**src/rtl/clock_reset_seq.sv**
```systemverilog
`default_nettype none
// ============================================================================
//  Module      : clock_reset_seq
//  Description : Generates a divided clock (clk_out) with a programmable
//                half-period and NUM_CH reset outputs. After a start request
//                the channels are released one after another, following a
//                programmable hold. An optional bounded run follows, and the
//                sequence ends on a count or a stop request.
//                Optional feature macro: CLOCK_RESET_SEQ_CH_CLK_EN adds the
//                per-channel gated clock output clk_ch.
//  Revision    : 1.0 - initial release
// ============================================================================
module clock_reset_seq #(
  parameter int   NUM_CH       = 4,
  parameter int   CNT_W        = 16,
  parameter int   STAGGER      = 1,
  parameter logic ACTIVE_RESET = 1'b0
) (
  input  logic              clk,
  input  logic              reset,
  input  logic              start,
  input  logic              stop,
  input  logic [CNT_W-1:0]  reset_hold,
  input  logic [CNT_W-1:0]  half_period,
  input  logic [CNT_W-1:0]  count,
  output logic              clk_out,
  output logic              tick,
  output logic [NUM_CH-1:0] rst_out,
  output logic              busy,
  output logic              done
`ifdef CLOCK_RESET_SEQ_CH_CLK_EN
  ,
  output logic [NUM_CH-1:0] clk_ch
`endif
);

  // Release thresholds carry 4 extra bits so reset_hold + k*STAGGER never wraps.
  localparam int c_rw = CNT_W + 4;

  typedef enum logic [1:0] {
    S_IDLE = 2'd0,
    S_HOLD = 2'd1,
    S_RUN  = 2'd2,
    S_DONE = 2'd3
  } state_t;

  state_t            r_state;
  logic [CNT_W-1:0]  r_hold;
  logic [CNT_W-1:0]  r_hp;
  logic [CNT_W-1:0]  r_count;
  logic [CNT_W-1:0]  r_div_cnt;
  logic [CNT_W-1:0]  r_tcnt;
  logic [c_rw-1:0]   r_pcnt;

  logic [c_rw-1:0]   w_rel_at  [NUM_CH];   // thresholds from latched config
  logic [c_rw-1:0]   w_rel_new [NUM_CH];   // thresholds from incoming config
  logic [CNT_W-1:0]  w_hp_m1;
  logic              w_busy_st;
  logic              w_start_ok;
  logic              w_toggle_pt;
  logic              w_stop_hit;
  logic              w_do_toggle;
  logic [c_rw-1:0]   w_pcnt_nxt;
  logic [NUM_CH-1:0] w_released;
  logic [NUM_CH-1:0] w_rel_nxt;
  logic              w_clk_nxt;

  for (genvar k = 0; k < NUM_CH; k++) begin : g_rel
    assign w_rel_at[k]  = {4'd0, r_hold}     + c_rw'(k * STAGGER);
    assign w_rel_new[k] = {4'd0, reset_hold} + c_rw'(k * STAGGER);
  end

  // A half_period of 0 behaves exactly like 1.
  assign w_hp_m1     = (r_hp == '0) ? '0 : r_hp - 1'b1;
  assign w_busy_st   = (r_state == S_HOLD) || (r_state == S_RUN);
  assign w_start_ok  = start && ((r_state == S_IDLE) || (r_state == S_DONE));
  assign w_toggle_pt = w_busy_st && (r_div_cnt == w_hp_m1);
  // stop only acts in RUN; the release sequence in HOLD always completes.
  assign w_stop_hit  = (r_state == S_RUN) && stop && w_toggle_pt;
  assign w_do_toggle = w_toggle_pt && !w_stop_hit;
  assign w_pcnt_nxt  = r_pcnt + 1'b1;
  assign w_released  = rst_out ^ {NUM_CH{ACTIVE_RESET}};

  // Next clk_out level and next per-channel release state, shared by the
  // FSM and the optional gated clocks so both see the same edge.
  always_comb begin
    w_clk_nxt = clk_out;
    w_rel_nxt = w_released;
    if (reset) begin
      w_clk_nxt = 1'b0;
      w_rel_nxt = '0;
    end else if (w_start_ok) begin
      w_clk_nxt = 1'b0;
      // Channels with a zero threshold release on the sequence-entry edge.
      for (int k = 0; k < NUM_CH; k++) begin
        w_rel_nxt[k] = (w_rel_new[k] == '0);
      end
    end else if (w_do_toggle) begin
      w_clk_nxt = ~clk_out;
      // Full periods are counted on falling toggles; release happens on the
      // edge where the period count reaches each channel's threshold.
      if ((r_state == S_HOLD) && clk_out) begin
        for (int k = 0; k < NUM_CH; k++) begin
          if (w_pcnt_nxt == w_rel_at[k]) begin
            w_rel_nxt[k] = 1'b1;
          end
        end
      end
    end
  end

  // Sequencer FSM: config latch, divider, period/toggle counters, outputs.
  always_ff @(posedge clk) begin
    if (reset) begin
      r_state   <= S_IDLE;
      r_hold    <= '0;
      r_hp      <= '0;
      r_count   <= '0;
      r_div_cnt <= '0;
      r_tcnt    <= '0;
      r_pcnt    <= '0;
      clk_out   <= 1'b0;
      tick      <= 1'b0;
      rst_out   <= {NUM_CH{ACTIVE_RESET}};
      busy      <= 1'b0;
      done      <= 1'b0;
    end else begin
      tick    <= 1'b0;
      clk_out <= w_clk_nxt;
      rst_out <= w_rel_nxt ^ {NUM_CH{ACTIVE_RESET}};
      case (r_state)
        S_IDLE, S_DONE: begin
          if (start) begin
            r_hold    <= reset_hold;
            r_hp      <= half_period;
            r_count   <= count;
            r_div_cnt <= '0;
            r_pcnt    <= '0;
            r_tcnt    <= '0;
            busy      <= 1'b1;
            done      <= 1'b0;
            // When even the last channel has a zero threshold, every channel
            // releases on entry and the run starts immediately.
            r_state   <= (w_rel_new[NUM_CH-1] == '0) ? S_RUN : S_HOLD;
          end
        end
        S_HOLD: begin
          if (w_toggle_pt) begin
            r_div_cnt <= '0;
            tick      <= 1'b1;
            if (clk_out) begin
              r_pcnt <= w_pcnt_nxt;
            end
            if (w_rel_nxt[NUM_CH-1]) begin
              r_state <= S_RUN;
              r_tcnt  <= '0;
            end
          end else begin
            r_div_cnt <= r_div_cnt + 1'b1;
          end
        end
        S_RUN: begin
          if (w_toggle_pt) begin
            r_div_cnt <= '0;
            if (stop) begin
              // Stop wins over everything at a toggle point: no toggle.
              r_state <= S_DONE;
              busy    <= 1'b0;
              done    <= 1'b1;
            end else begin
              tick   <= 1'b1;
              r_tcnt <= r_tcnt + 1'b1;
              if ((r_count != '0) && ((r_tcnt + 1'b1) == r_count)) begin
                r_state <= S_DONE;
                busy    <= 1'b0;
                done    <= 1'b1;
              end
            end
          end else begin
            r_div_cnt <= r_div_cnt + 1'b1;
          end
        end
        default: r_state <= S_IDLE;
      endcase
    end
  end

`ifdef CLOCK_RESET_SEQ_CH_CLK_EN
  // Per-channel gated clocks: follow the next clk_out once a channel is released.
  always_ff @(posedge clk) begin
    if (reset) begin
      clk_ch <= '0;
    end else begin
      clk_ch <= w_rel_nxt & {NUM_CH{w_clk_nxt}};
    end
  end
`endif

endmodule
`default_nettype wire
```
**config.mk**
```make
export PLATFORM = sky130hd
export DESIGN_NAME = clock_reset_seq
export DESIGN_NICKNAME = d
export VERILOG_FILES = /design/src/rtl/clock_reset_seq.sv
export SDC_FILE = /design/constraint.sdc
export NUM_CORES = 1
export LEC_CHECK = 0
export ABC_CLOCK_PERIOD_IN_PS = 9800
export BUFFER_PORTS_ARGS = -buffer_cell sky130_fd_sc_hd__buf_2
export CAP_MARGIN = 20
export CELL_PAD_IN_SITES_DETAIL_PLACEMENT = 1
export CELL_PAD_IN_SITES_GLOBAL_PLACEMENT = 1
export CORE_AREA = 4 4 191 174
export DETAILED_ROUTE_END_ITERATION = 7
export DIE_AREA = 0 0 195 178
export PLACE_DENSITY = 0.58
export SETUP_SLACK_MARGIN = 0.02
export SKIP_CTS_REPAIR_TIMING = 1
export SYNTH_ARGS = -nofsm -noshare
export SYNTH_HDL_FRONTEND = slang
export SYNTH_SLANG_ARGS = --single-unit
export TNS_END_PERCENT = 10
```
**constraint.sdc**
```tcl
create_clock -name clk -period 9.8 [get_ports clk]
set_clock_uncertainty 0.15 [all_clocks]
set_input_delay 0.98 -clock clk [delete_from_list [all_inputs] [get_ports clk]]
set_output_delay 0.98 -clock clk [all_outputs]
set_load 0.02 [all_outputs]
```
# ---- Word-level counts from Yosys, hierarchy flattened
# Cells that the tools add are included.
dict set report totals {
  word_cells 120
  out_inout_bits 8
  reg_bits 110
  in_bits 52
}
dict set report op_classes {
  n_bitwise 1
  n_mux 43
  n_addsub 10
  n_eq_ne 16
  reduce_logical 35
}
# op n
set ops {}
lappend ops {{$mux W16} 7}
lappend ops {{$logic_not A20 Y1} 4}
lappend ops {{$add A16 B2 Y17 const B} 4}
lappend ops {{$eq A20 B17 Y1} 3}
lappend ops {{$mux W20} 3}
lappend ops {{$pmux W16 S3} 1}
lappend ops {{$pmux W20 S2} 1}
lappend ops {{$add A16 B1 Y17 const B} 2}
lappend ops {{$add A16 B1 Y16 const B} 2}
lappend ops {{$eq A16 B16 Y1} 2}
lappend ops {{$pmux W16 S2} 1}
lappend ops {{$add A20 B1 Y20 const B} 1}
lappend ops {{$eq A20 B16 Y1} 1}
lappend ops {{$logic_not A16 Y1} 1}
lappend ops {{$mux W4} 4}
lappend ops {{$reduce_bool A16 Y1} 1}
lappend ops {{$sub A16 B1 Y16 const B} 1}
lappend ops {{$mux W1} 15}
lappend ops {{$mux W2} 7}
lappend ops {{$reduce_bool A2 Y1} 7}
lappend ops {{$ne A2 B2 Y1 const B} 6}
lappend ops {{$reduce_and A5 Y1} 2}
lappend ops {{$reduce_and A3 Y1} 3}
lappend ops {{$reduce_and A4 Y1} 2}
lappend ops {{12 further kinds} 24}

# ---- Logic depth before layout (Yosys ltp)
# Gate-level depths: netlist of run 1.
dict set report logic_depth {
  word_depth 13
  ltp_mapped 15
}

# ---- Worst setup path before layout of run 1
# Ideal clock, no wire load.
dict set report synth_timing {
  kind {flip-flop to flip-flop}
  start {register r_hp[0]}
  end {register r_tcnt[9]}
  stages_incl_launch_ff 14
  n_path_buf 3
  t_required_ps 9536
  path_slack_ps 5919
  setup_ps 114
  arrival_time_ps 3618
  path_cell_list {dfxtp_1 -> clkbuf_1 -> inv_1 -> ha_1 -> nor3b_1 -> and4_1 -> o311a_1 -> or4_4 -> or4_1 -> buf_2 -> o31ai_4 -> buf_4 -> a41oi_1 -> a21o_1}
}
dict set report synth_via {
  elab_chain_cells 12
  word_cells_on_any_way 15
}
# item line
set synth_rtl {}
lappend synth_rtl {{from (decl)} 49} ;# logic [CNT_W-1:0] r_hp;
lappend synth_rtl {{from (signal assigned)} 135} ;# r_hp <= half_period;
lappend synth_rtl {{$sub A16 B1 Y16 / $logic_not A16 Y1 (equally long branches)} 74} ;# assign w_hp_m1 = (r_hp == '0) ? '0 : r_hp - 1'b1;
lappend synth_rtl {{$mux W16 *} 74}
lappend synth_rtl {{$eq A16 B16 Y1 *} 77} ;# assign w_toggle_pt = w_busy_st && (r_div_cnt == w_hp_m1);
lappend synth_rtl {{$logic_and A1 B1 Y1 *} 77}
lappend synth_rtl {{$logic_and A1 B1 Y1} 79} ;# assign w_stop_hit = (r_state == S_RUN) && stop && w_toggle_pt;
lappend synth_rtl {{$logic_not A1 Y1} 80} ;# assign w_do_toggle = w_toggle_pt && !w_stop_hit;
lappend synth_rtl {{$logic_and A1 B1 Y1} 80}
lappend synth_rtl {{$mux W4} 98} ;# end else if (w_do_toggle) begin
lappend synth_rtl {{$mux W4} 92} ;# end else if (w_start_ok) begin
lappend synth_rtl {{$mux W4} 89} ;# if (reset) begin
lappend synth_rtl {{$ne A2 B2 Y1 (no line)} --}
lappend synth_rtl {{$reduce_and A5 Y1 (no line) *} --}
lappend synth_rtl {{to (signal assigned)} 172} ;# r_tcnt <= r_tcnt + 1'b1;
lappend synth_rtl {{to (decl)} 52} ;# logic [CNT_W-1:0] r_tcnt;
# Mark *: on every way between the ends. The rest lies on a longest branch, timed or not. The select of a mux whose other input is x is not followed.
# A chain may end at the register's enable or synchronous reset.

# ---- Worst setup path after layout of run 1
dict set report layout_timing {
  start {register r_hp[2]}
  end {register r_tcnt[2]}
}
# The elaborated chain is that of the path after synthesis.

==> run summary, run 1 <==
Status = finished clean
Crit. End Element = flop
Worst-path maximum fanout = 19
Met3 Track Usage GR = 0.0145
Min Hold Slack = 0.344 ns
Crit path time final = 4.90 ns
DR pass1 iterations = 5
Die width = 195 um
Mapped Cells = 1180
Mapped Nets = 1244
Max stage delay on crit path = 0.92 ns
CTS max path bufs = 2
Initial antenna violation count = 0
Setup Viol. Count Final = 0
Dpl cell area = 9110 um2
Max Fclk = 0.204 GHz
Vias/cell = 5.56
Commonest non-fill, non-tap cell in the layout = nand2_1
Maximum VDD drop = 0.106 mV
Clk_lat worst skew = 0.37 ns
Setup ws final = 4.90 ns
DRC = 0
Seq cells post-synth = 110
Starting Density = 0.279
Die Height = 178 um
Number of diodes = 0
Routing usage on met2 = 0.267
Top Usage Layer GRT = met2
Crit path cell chain = nor4_2, nand2_1, xnor2_1, o311a_1, or4_4, or4_1, o31ai_4, o32ai_1, or3b_1
Most frequent cells in the layout = nand2_1 (184), dfxtp_1 (110), a21oi_1 (103), nor2_1 (58), buf_2 (58)
Setup WS pre-CTS = 4.94 ns
RSZ-0062 raised after global routing = no
DP Wirelength = 22500 um
Synth-to-layout area growth = 9.41%
Avg WL per Cell = 19.1 um
Nets = 1227
Clk Tree Root Cell = clkbuf_16
CTS Sinks = 110
Largest net degree at the start of global routing = 62
IO Port Bufs = 59
Final instance area = 9450 um2
Post-synth EDFFs = 0
Register area share after synthesis = 0.255
Synth Flop Type = dfxtp_1
Die area = 34700 um2
Pins Over Slew Limit = 0
H-tree lvl count = 3
Placed cells = 1560
All-Layer GR Usage = 0.171
Met1 usage in global routing = 0.258
DRT iter0 DRCs = 649
Slew headroom = 0.307
Synth unique cells = 84
Vias in the first global route = 8703
Fin util = 0.305
First-pass GRT wire length = 48900 um
Yosys warning count = 0
Synthesized area per cell = 7.32 um2
Mapped cell area = 8630 um2
Async SR Flop Fraction = 0
WP data arrival = 5.00 ns
Layout cells sized above 1 = 0.0933
Final period util = 0.500
CTS clk-pin slew, worst paths = 0.09 ns
Setup crit start kind = flop
CORE AREA = 31000 um2
Cell Rows = 61
Filler-free cell count of the finished design = 1577
Classification of the worst setup path = reg -> reg
# fillers = 3879
Grt total ovfl = 0
Total wire length = 30100 um
Leakage = 3.22 nW
Hold Fails Final Rpt = 0
Antenna viol nets, final = 0
Placer congestion estimate = 0.828
Ports = 60
Crit path max-delay cell type = nor4_2
Measured slew at the worst slew-check pin = 1.03 ns
Max_cap viols = 0
Vias = 8766
Total CTS buffers = 9
Pwr Total = 1.87 mW
HP Class = reg -> reg
Required @ worst endpoint = 9.90 ns
PwrDens = 198 nW/um2
CTS tree = built
Final TNS setup = 0 ns
registers in the layout (all words and copies together), names as in the netlist:
name,flops
busy,1
clk_out,1
done,1
r_count,16
r_div_cnt,16
r_hold,16
r_hp,16
r_pcnt,20
r_state,2
r_tcnt,16
rst_out,4
tick,1
Yosys cell counts (4+ instances only):
library cell | number | area share
a311oi_1 | 26 | 0.026
ha_1 | 12 | 0.017
or4_1 | 14 | 0.012
nand2_1 | 185 | 0.080
o32a_1 | 4 | 0.0046
nor2b_1 | 6 | 0.0043
nand3b_1 | 4 | 0.0035
dfxtp_1 | 110 | 0.26
buf_1 | 12 | 0.0052
nand2b_1 | 19 | 0.014
and4_1 | 11 | 0.011
nor2_1 | 58 | 0.025
inv_1 | 30 | 0.013
nand4b_1 | 5 | 0.0051
or2_2 | 6 | 0.0043
xnor2_1 | 50 | 0.051
o31a_1 | 5 | 0.0051
o211ai_1 | 9 | 0.0078
nand4_1 | 51 | 0.037
o41ai_1 | 4 | 0.0041
a21o_1 | 11 | 0.0096
nor3_1 | 35 | 0.020
nand3_1 | 48 | 0.028
a22oi_1 | 7 | 0.0061
o31ai_1 | 7 | 0.0061
mux2i_1 | 13 | 0.015
clkbuf_1 | 70 | 0.030
a21oi_1 | 104 | 0.060
nor4_1 | 28 | 0.020
a31oi_1 | 14 | 0.010
and2_1 | 9 | 0.0065
buf_2 | 6 | 0.0035
xor2_1 | 36 | 0.037
o22ai_1 | 4 | 0.0029
or3_1 | 15 | 0.011
a41oi_1 | 8 | 0.0081
a211oi_1 | 9 | 0.0078
and3_1 | 22 | 0.016
xnor3_1 | 4 | 0.010
o21ai_0 | 37 | 0.021
a31o_2 | 7 | 0.0071
critical path, delay by kind of cell, from the launching register on:
family	cells	cell delay, ns
DFF	1	0.39
AOI/OAI and AO/OA	3	1.23
and+or+nand+nor	5	2.82
xor gates and xnor gates	1	0.18
cell type report:
cell class	instances	area, um2	area share
multi-input cells	948	5960	0.631
clock buffers	9	225	0.0238
clock inverters	7	96.3	0.0102
inverters	31	116	0.0123
flip-flops and latches	110	2200	0.233
well taps	409	512	0.0542
repair buffers	63	335	0.0355
layer usage:
metal	vias up	wire length, um
li1	4332	-
met1	4314	15900
met3	17	667
met4	0	258
met5	-	0
met2	103	13300
worst paths after layout:
path                             startpoint           to  slack, ns  cells after the start
worst max-delay path                r_hp[2]    r_tcnt[2]       4.90                      9
worst min-delay path            r_count[12]  r_count[12]       0.34                      2
worst max register to register      r_hp[2]    r_tcnt[2]       4.90                      9
worst min register to register  r_count[12]  r_count[12]       0.34                      2
kinds of logic (layout without fill, tap and decap cells):
logic type / count (synthesis) / count (layout) / synth area share
AND/OR/NAND/NOR: 535 / 535 / 0.322
XOR/XNOR: 91 / 91 / 0.100
multiplexers: 14 / 14 / 0.0164
flip-flops: 110 / 110 / 0.255
buffers and inverters: 122 / 110 / 0.0557
adder cells (fa/ha/maj): 12 / 12 / 0.0174
AO/OA/AOI/OAI: 296 / 296 / 0.233
where the power goes:
part / total [mW] / leakage [nW] / switching (mW) / internal, mW
logic: 0.882 / 2.18 / 0.578 / 0.304
registers: 0.581 / 0.895 / 0.0839 / 0.497
clock network: 0.406 / 0.152 / 0.200 / 0.205
No activity file was read; power rests on OpenSTA's default activity.
==> run 2, diff against run 1 <==
--- a/config.mk
+++ b/config.mk
@@ -5,7 +5,7 @@
 export SDC_FILE = /design/constraint.sdc
 export NUM_CORES = 1
 export LEC_CHECK = 0
-export ABC_CLOCK_PERIOD_IN_PS = 9800
+export ABC_CLOCK_PERIOD_IN_PS = 4650
 export BUFFER_PORTS_ARGS = -buffer_cell sky130_fd_sc_hd__buf_2
 export CAP_MARGIN = 20
 export CELL_PAD_IN_SITES_DETAIL_PLACEMENT = 1
==> constraint.sdc (replaced) <==
create_clock -name clk -period 4.65 [get_ports clk]
set_clock_uncertainty 0.15 [all_clocks]
set_input_delay 0.465 -clock clk [delete_from_list [all_inputs] [get_ports clk]]
set_output_delay 0.465 -clock clk [all_outputs]
set_load 0.02 [all_outputs]
==> run 2 against run 1 <==
  * Count of clock-buffer cells in the layout increased by 2
  * Worst hold slack got worse by 0.17 ns
  * Sequential power increased by 110%
  * Register-to-register slack got worse by 4.5 ns
  * First-iteration DRC count decreased by 10%
  * Via count increased by 2.2%
  * Design area increased by 2.4%
  * Worst setup slack got worse by 4.5 ns
  * Non-clock buffer count increased by 36
  * Critical endpoint unchanged
  * Largest power group unchanged
==> run summary, run 2 (synthesis results as in run 1) <==
Setup WS pre-CTS = 0.385 ns (-4.56 ns)
Max stage delay on crit path = 0.69 ns (-0.23 ns)
Clk Tree Root Cell = clkbuf_16
Pins Over Slew Limit = 0 (unchanged)
Final TNS setup = 0 ns (unchanged)
Top reg by flops = r_pcnt
Starting Density = 0.279 (unchanged)
CTS max path bufs = 2 (unchanged)
Largest register FFs = 20 (unchanged)
RSZ-0062 raised after global routing = no
Setup crit start kind = flop
Dpl cell area = 9390 um2 (+3.0%)
Total wire length = 30700 um (+1.8%)
Uppermost layer routed = met4
Max_cap viols = 0 (unchanged)
Maximum VDD drop = 0.190 mV (+80%)
R2R depth = 10 (+1)
DR WL met3 = 913 um (+37%)
Most frequent cells in the layout = nand2_1 (184), dfxtp_1 (110), a21oi_1 (103), nor2_1 (58), buf_2 (58)
Die width = 195 um (unchanged)
# fillers = 3885 (+0.15%)
DR pass1 iterations = 4 (-1)
Setup ws final = 0.436 ns (-4.47 ns)
Die Height = 178 um (unchanged)
Min Hold Slack = 0.179 ns (-0.166 ns)
Classification of the worst setup path = reg -> reg
DRT iter0 DRCs = 584 (-10%)
Status = finished clean
Number of diodes = 0 (unchanged)
Met2 WL = 13800 um (+3.8%)
HP Class = in -> reg
Cell Rows = 61 (unchanged)
WP depth = 10 (+1)
H-tree lvl count = 3 (unchanged)
Worst-path maximum fanout = 11 (-8)
Slew headroom = 0.311 (+0.00454)
Crit path time final = 4.21 ns (-0.681 ns)
Leakage = 3.38 nW (+4.8%)
Grt total ovfl = 0 (unchanged)
Layout cells sized above 1 = 0.120 (+0.0271)
Nets = 1263 (+2.9%)
M1 wire length = 15600 um (-2.2%)
Final period util = 0.906 (+0.407)
WP data arrival = 4.31 ns (-0.69 ns)
All-Layer GR Usage = 0.173 (+0.00203)
PwrDens = 409 nW/um2 (+110%)
WHS Path Cells = 3 (+1)
Required @ worst endpoint = 4.75 ns (-5.15 ns)
IO Port Bufs = 59 (unchanged)
Total CTS buffers = 9 (unchanged)
Largest net degree at the start of global routing = 67 (+8.1%)
Max Fclk = 0.237 GHz (+16%)
Setup Viol. Count Final = 0 (unchanged)
Die area = 34700 um2 (unchanged)
CTS tree = built
First-pass GRT wire length = 49600 um (+1.4%)
Crit path max-delay cell type = or4_1
Antenna viol nets, final = 0 (unchanged)
Crit. End Element = flop
CORE AREA = 31000 um2 (unchanged)
Critical path's top delay family = simple AND/OR/NAND/NOR gates
Hold Fails Final Rpt = 0 (unchanged)
Clk_lat worst skew = 0.36 ns (about the same)
Final instance area = 9670 um2 (+2.4%)
Commonest non-fill, non-tap cell in the layout = nand2_1
Avg WL per Cell = 19.0 um (-0.47%)
DRC = 0 (unchanged)
Crit path cell chain = inv_1, ha_1, nor3b_1, and4_1, o311a_1, or4_4, or4_1, o31ai_4, o32ai_1, or3b_1
DP Wirelength = 23100 um (+2.6%)
Initial antenna violation count = 0 (unchanged)
Placer congestion estimate = 0.864 (+4.3%)
Measured slew at the worst slew-check pin = 1.03 ns (-0.00187 ns)
CTS clk-pin slew, worst paths = 0.08 ns (about the same)
Crit path buf inv count = 1 (+1)
Vias/cell = 5.55 (about the same)
CTS Sinks = 110 (unchanged)
Vias in the first global route = 8789 (+0.99%)
Ports = 60 (unchanged)
Vias = 8960 (+2.2%)
Synth-to-layout area growth = 12.0%
==> run 2: cell type report <==
cell class | count | area (um2) | share of cell area
Clock buffer | 11 | 243 | 0.0251
Clock inverter | 5 | 42.5 | 0.00440
Inverter | 31 | 116 | 0.0120
Multi-Input combinational cell | 948 | 5960 | 0.616
Sequential cell | 110 | 2200 | 0.228
Tap cell | 409 | 512 | 0.0529
Timing Repair Buffer | 99 | 598 | 0.0618
==> run 2: metal layers <==
layer	vias up	GRT usage
li1	4412	-
met1	4400	0.253
met2	129	0.279
met3	19	0.0159
met4	0	0.0375
met5	-	0
==> run 2: where the power goes <==
group	switching, mW	leakage [nW]	internal, mW	total (mW)
combinational	1.25	2.35	0.705	1.95
clock	0.407	0.130	0.385	0.793
sequential	0.164	0.895	1.05	1.21
total	1.82	3.38	2.14	3.96
==> run 2: tightest hold or removal path: stages <==
cell and delay (ns):
buf_2 0.09, nand2_1 0.04, a21oi_1 0.05
==> run 2: stage by stage <==
stage,util,std cells,power [mW]
6_report,0.312,1613,3.96
4_1_cts,0.312,1613,3.99
3_3_place_gp,0.303,1597,3.16
5_1_grt,0.312,1613,4.26
3_5_place_dp,0.303,1597,3.19
2_1_floorplan,-,1180,2.56
==> run 2: path summary, 6_finish.rpt <==
| check | from | end | slack, ns |
|---|---|---|---|
| setup / recovery | r_hp[0] | r_tcnt[2] | 0.44 |
| hold / removal | half_period[12] | r_hp[12] | 0.18 |
| setup reg to reg | r_hp[0] | r_tcnt[2] | 0.44 |
| hold reg to reg | r_count[11] | r_count[11] | 0.34 |
